File: src/rtl/uart_mmio_ctrl.sv
// rtl/uart_mmio_ctrl.sv - MMIO register front-end with TX/RX byte FIFOs for a UART
module uart_mmio_ctrl #(
    parameter int FIFO_DEPTH = 8
) (
    input  logic        clk,
    input  logic        reset,
    input  logic [3:0]  mmio_addr,
    input  logic        mmio_re,
    input  logic        mmio_we,
    input  logic [31:0] mmio_wdata,
    output logic [31:0] mmio_rdata,
    output logic [7:0]  uart_tx_data,
    output logic        uart_tx_valid,
    input  logic        uart_tx_ready,
    input  logic [7:0]  uart_rx_data,
    input  logic        uart_rx_valid,
    output logic        uart_rx_ready,
    output logic        irq
);
    localparam int AW = $clog2(FIFO_DEPTH);
    localparam logic [AW:0] PTR_ONE = {{AW{1'b0}}, 1'b1};

    localparam logic [1:0] SEL_STATUS = 2'd0;
    localparam logic [1:0] SEL_RXDATA = 2'd1;
    localparam logic [1:0] SEL_TXDATA = 2'd2;
    localparam logic [1:0] SEL_CTRL   = 2'd3;

    logic [7:0]  tx_mem [FIFO_DEPTH];
    logic [7:0]  rx_mem [FIFO_DEPTH];
    logic [AW:0] tx_wr_q, tx_wr_d, tx_rd_q, tx_rd_d;
    logic [AW:0] rx_wr_q, rx_wr_d, rx_rd_q, rx_rd_d;
    logic        tx_ovf_q, tx_ovf_d, rx_ovf_q, rx_ovf_d;
    logic        rx_irq_en_q, rx_irq_en_d, tx_irq_en_q, tx_irq_en_d;
    logic [31:0] rdata_q, rdata_d;

    logic [1:0]  reg_sel;
    logic        tx_empty, tx_full, rx_empty, rx_full;
    logic        tx_push_req, tx_pop, tx_push, tx_ovf_evt;
    logic        rx_push_req, rx_pop, rx_push, rx_ovf_evt;
    logic        ctrl_we, ovf_clr;
    logic [31:0] status_word;
    logic        unused_bits;

    assign reg_sel     = mmio_addr[3:2];
    assign unused_bits = &{1'b0, mmio_addr[1:0], mmio_wdata[31:8]};

    // Full means same slot index but one lap apart; empty means identical pointers.
    assign tx_empty = (tx_wr_q == tx_rd_q);
    assign tx_full  = (tx_wr_q[AW] != tx_rd_q[AW]) && (tx_wr_q[AW-1:0] == tx_rd_q[AW-1:0]);
    assign rx_empty = (rx_wr_q == rx_rd_q);
    assign rx_full  = (rx_wr_q[AW] != rx_rd_q[AW]) && (rx_wr_q[AW-1:0] == rx_rd_q[AW-1:0]);

    // A pop in the same cycle frees the slot, so a push into a full FIFO still lands.
    assign tx_push_req = mmio_we && (reg_sel == SEL_TXDATA);
    assign tx_pop      = !tx_empty && uart_tx_ready;
    assign tx_push     = tx_push_req && (!tx_full || tx_pop);
    assign tx_ovf_evt  = tx_push_req && tx_full && !tx_pop;

    assign rx_push_req = uart_rx_valid;
    assign rx_pop      = mmio_re && (reg_sel == SEL_RXDATA) && !rx_empty;
    assign rx_push     = rx_push_req && (!rx_full || rx_pop);
    assign rx_ovf_evt  = rx_push_req && rx_full && !rx_pop;

    assign ctrl_we = mmio_we && (reg_sel == SEL_CTRL);
    assign ovf_clr = ctrl_we && mmio_wdata[2];

    assign status_word = {27'd0, tx_empty, tx_ovf_q, rx_ovf_q, !rx_empty, !tx_full};

    assign uart_tx_valid = !tx_empty;
    assign uart_tx_data  = tx_empty ? 8'h00 : tx_mem[tx_rd_q[AW-1:0]];
    assign uart_rx_ready = 1'b1;
    assign mmio_rdata    = rdata_q;
    assign irq           = (rx_irq_en_q && !rx_empty) || (tx_irq_en_q && tx_empty);

    // Next-state for pointers, sticky flags (new event wins over clear), enables and read data.
    always_comb begin
        tx_wr_d     = tx_wr_q;
        tx_rd_d     = tx_rd_q;
        rx_wr_d     = rx_wr_q;
        rx_rd_d     = rx_rd_q;
        tx_ovf_d    = (tx_ovf_q && !ovf_clr) || tx_ovf_evt;
        rx_ovf_d    = (rx_ovf_q && !ovf_clr) || rx_ovf_evt;
        rx_irq_en_d = rx_irq_en_q;
        tx_irq_en_d = tx_irq_en_q;
        rdata_d     = rdata_q;
        if (tx_push) tx_wr_d = tx_wr_q + PTR_ONE;
        if (tx_pop)  tx_rd_d = tx_rd_q + PTR_ONE;
        if (rx_push) rx_wr_d = rx_wr_q + PTR_ONE;
        if (rx_pop)  rx_rd_d = rx_rd_q + PTR_ONE;
        if (ctrl_we) begin
            rx_irq_en_d = mmio_wdata[0];
            tx_irq_en_d = mmio_wdata[1];
        end
        if (mmio_re) begin
            case (reg_sel)
                SEL_STATUS: rdata_d = status_word;
                SEL_RXDATA: rdata_d = rx_empty ? 32'd0 : {24'd0, rx_mem[rx_rd_q[AW-1:0]]};
                SEL_CTRL:   rdata_d = {30'd0, tx_irq_en_q, rx_irq_en_q};
                default:    rdata_d = 32'd0;
            endcase
        end
    end

    // Control state register with asynchronous active-low reset.
    always_ff @(posedge clk or negedge reset) begin
        if (!reset) begin
            tx_wr_q     <= '0;
            tx_rd_q     <= '0;
            rx_wr_q     <= '0;
            rx_rd_q     <= '0;
            tx_ovf_q    <= 1'b0;
            rx_ovf_q    <= 1'b0;
            rx_irq_en_q <= 1'b0;
            tx_irq_en_q <= 1'b0;
            rdata_q     <= 32'd0;
        end else begin
            tx_wr_q     <= tx_wr_d;
            tx_rd_q     <= tx_rd_d;
            rx_wr_q     <= rx_wr_d;
            rx_rd_q     <= rx_rd_d;
            tx_ovf_q    <= tx_ovf_d;
            rx_ovf_q    <= rx_ovf_d;
            rx_irq_en_q <= rx_irq_en_d;
            tx_irq_en_q <= tx_irq_en_d;
            rdata_q     <= rdata_d;
        end
    end

    // FIFO storage; contents are don't-care until the pointers say otherwise.
    always_ff @(posedge clk) begin
        if (tx_push) tx_mem[tx_wr_q[AW-1:0]] <= mmio_wdata[7:0];
        if (rx_push) rx_mem[rx_wr_q[AW-1:0]] <= uart_rx_data;
    end
endmodule
File: config.mk
export PLATFORM = sky130hd
export DESIGN_NAME = uart_mmio_ctrl
export DESIGN_NICKNAME = d
export VERILOG_FILES = /design/src/rtl/uart_mmio_ctrl.sv
export SDC_FILE = /design/constraint.sdc
export NUM_CORES = 1
export LEC_CHECK = 0
export CAP_MARGIN = 5
export CORE_MARGIN = 2
export CORE_UTILIZATION = 40
export CTS_CLUSTER_DIAMETER = 50
export DETAILED_ROUTE_END_ITERATION = 10
export PLACE_DENSITY = 0.61
export SYNTH_ARGS = -nofsm -noshare
export SYNTH_HDL_FRONTEND = slang
export SYNTH_SLANG_ARGS = --single-unit
File: constraint.sdc
create_clock -name clk -period 2.3 [get_ports clk]
set_input_delay 0.345 -clock clk [delete_from_list [all_inputs] [get_ports clk]]
set_output_delay 0.345 -clock clk [all_outputs]
set_load 0.01 [all_outputs]
==> reports/results.tsv <==
metric	value	unit
most frequent cells in the layout	128 x edfxtp_1, 39 x buf_4, 31 x clkdlybuf4s50_1, 27 x dfrtp_1, 26 x mux4_2	
final hold viol count	0	
RR Endpoint	rx_mem[2][3]$_DFFE_PP_	
largest net degree at the start of global routing	29	
Placed Area	7472	um2
Fmax	425.0	MHz
chip width	133.4	um
total grt overflow	0	
largest area contributor in the netlist	edfxtp_1	
Max-Cap Viols	0	
crit path time final	2353	ps
overall power	10.08	mW
Final Util	49.31	%
final setup fails	3	
DRT Pass-1 Iters	4	
Synth Flop Type	edfxtp_1	
Total GRT Usage	15.93	%
Distinct cells, synth	52	
Worst-Skew Late Latency	420	ps
pwr dens	1242	nW/um2
Post-Layout Cell Count	700	
leakage power	2.971	nW
fin nets	521	
Post-Syn Area	6694	um2
final worst slack	-53.04	ps
Post-synth ARST share	17.95	%
# DRC	0	
post-route cell area	8119	um2
RR Startpoint	rx_wr_q[1]$_DFFE_PN0P_	
H-tree levels	4	
Core ar.	16470	um2
vias in the first global route	3598	
Worst setup EP type	output port	
Die ar.	17790	um2
Yosys reg bits	156	
Max IR drop VDD	0.8013	mV
placed insts	659	
outcome	complete, but fails checks	
CTS Hold Bufs	0	
setup TNS	-86.26	ps
Fin Hold WS	316.6	ps
Startpoint Class	register	
CTS sink cnt	156	
Routed WL	13040	um
number of I/O pins	93	
worst-path maximum fanout	4	
largest buffer count on any clock path	2	
Worst Hold Class	input port to asynchronous set/reset pin	
register area share after synthesis	67.89	%
Area Overhead vs Synth	21.29	%
Syn Inst Count	382	
Post-DP HPWL	8520	um
RePlAce Congestion	0.7547	
Slew Viols, Final	0	
Tcrit/Tclk final	102.3	%
Yosys warning total	0	
Worst Path Required	1960	ps
Synth top area share	57.42	%
clock skew	10.66	ps
first-pass GRT wire length	20630	um
vias per cell	4.973	
Synth area leaders	edfxtp_1 57%, dfrtp_1 10%, mux4_2 8.7%	
number of flops mapped to enable cells by yosys	128	
initial antenna violation count	0	
drt wl/cell	18.62	um
Initial Util	40.65	%
CP Data Arrival Time	2010	ps
crit path from	tx_rd_q[0]$_DFFE_PN0P_	
pre-CTS setup slack	-239.9	ps
CTS Buf Count	17	
via count	3481	
failing checks	negative setup slack	
measured slew at the worst slew-check pin	886.8	ps
antenna-violating nets left	0	
most common cell after layout, fill and taps aside	edfxtp_1	
Avg Cell Area, Syn	17.52	um2
Worst slew margin	40.66	%
CTS clk-pin slew, worst paths	70	ps
IO buf count	41	
TritonCTS clock tree	yes	
crit path kind	register to output port	
RSZ-0062 raised after global routing	yes	
root buf cell	clkbuf_16	
FF-to-FF path depth	4	
Worst R2R Setup Slack	210	ps
Std-Cell Rows	47	
Antenna Cells	0	
die extent in y	133.4	um
1st-iter DRT viols	156	
layout cells sized above 1	29.17	%
## cell usage after synthesis, drive strengths merged (2+ instances only)
library cell,number
o21ai,3
mux2i,17
mux2,8
nor2,23
o2111ai,2
nor3,4
nand4,6
mux4,30
nand3,9
nor3b,2
xnor2,17
nand2,5
buf,41
ha,4
a21oi,2
inv,15
nand2b,4
conb,2
a22o,3
clkbuf,3
and3,3
o211ai,6
dfrtp,28
edfxtp,128
o221ai,3
xor2,3
o22ai,3
## routing by layer
layer | track usage [%] | share of wire, % | wire (um)
met1 | 20.41 | 43 | 5647
met5 | 0 | 0 | 0
met3 | 4.414 | 5.0 | 656
met2 | 26.32 | 50 | 6541
met4 | 5.437 | 1.5 | 190
## sequential cells by signal, indices dropped and copies added (netlist names)
register / cells
rx_mem: 64
tx_mem: 64
mmio_rdata: 8
rx_rd_q: 4
rx_wr_q: 4
tx_rd_q: 4
tx_wr_q: 4
rx_irq_en_q: 1
rx_ovf_q: 1
tx_irq_en_q: 1
tx_ovf_q: 1
## area by class of cell
type	count	area, um2
clock buffers	17	425.4
repair buffers	87	758.2
well taps	220	275.3
multi-input cells	190	1886
inverters	15	56.30
flip-flops and latches	156	4546
clock inverters	15	172.7
fillers	1393	8347
## worst max path at each step
stage	to	slack, ps	depth (start not counted)
floorplan	rx_mem[0][0]$_DFFE_PP_	210	5
global placement	rx_mem[2][5]$_DFFE_PP_	-130	5
detailed placement	rx_mem[2][5]$_DFFE_PP_	-240	5
CTS	uart_tx_data[0]	-70	6
global route	uart_tx_data[0]	-140	6
finish	uart_tx_data[0]	-50	6
## cells by family after synthesis
kind of cell,count (synthesis),share of synthesized area (%)
buffers and inverters,59,5.458
adder cells (fa/ha/maj),4,0.7477
AND/OR/NAND/NOR,59,5.308
flip-flops,156,67.89
other,2,0.1122
XOR/XNOR,20,2.953
AO/OA/AOI/OAI,27,3.215
multiplexers,55,14.32
## report_power, final
part,internal (mW),switching [mW]
clock,1.64,1.18
combinational,1.76,1.72
sequential,3.50,0.288
total,6.90,3.19
## worst max-delay path: stages (launching register included)
cell and delay, ps:
dfrtp_2 460, buf_12 140, buf_6 100, mux4_2 510, mux2i_2 180, nor2_1 60, buf_2 140
## what timing repair did
action	4_1_cts	5_1_grt
gates cloned	2	0
buffers inserted	10	0
hold endpoints to repair	0	0
pin swaps	2	3
setup endpoints to repair	10	10
resized for setup	46	3
No activity file was read; power rests on OpenSTA's default activity.
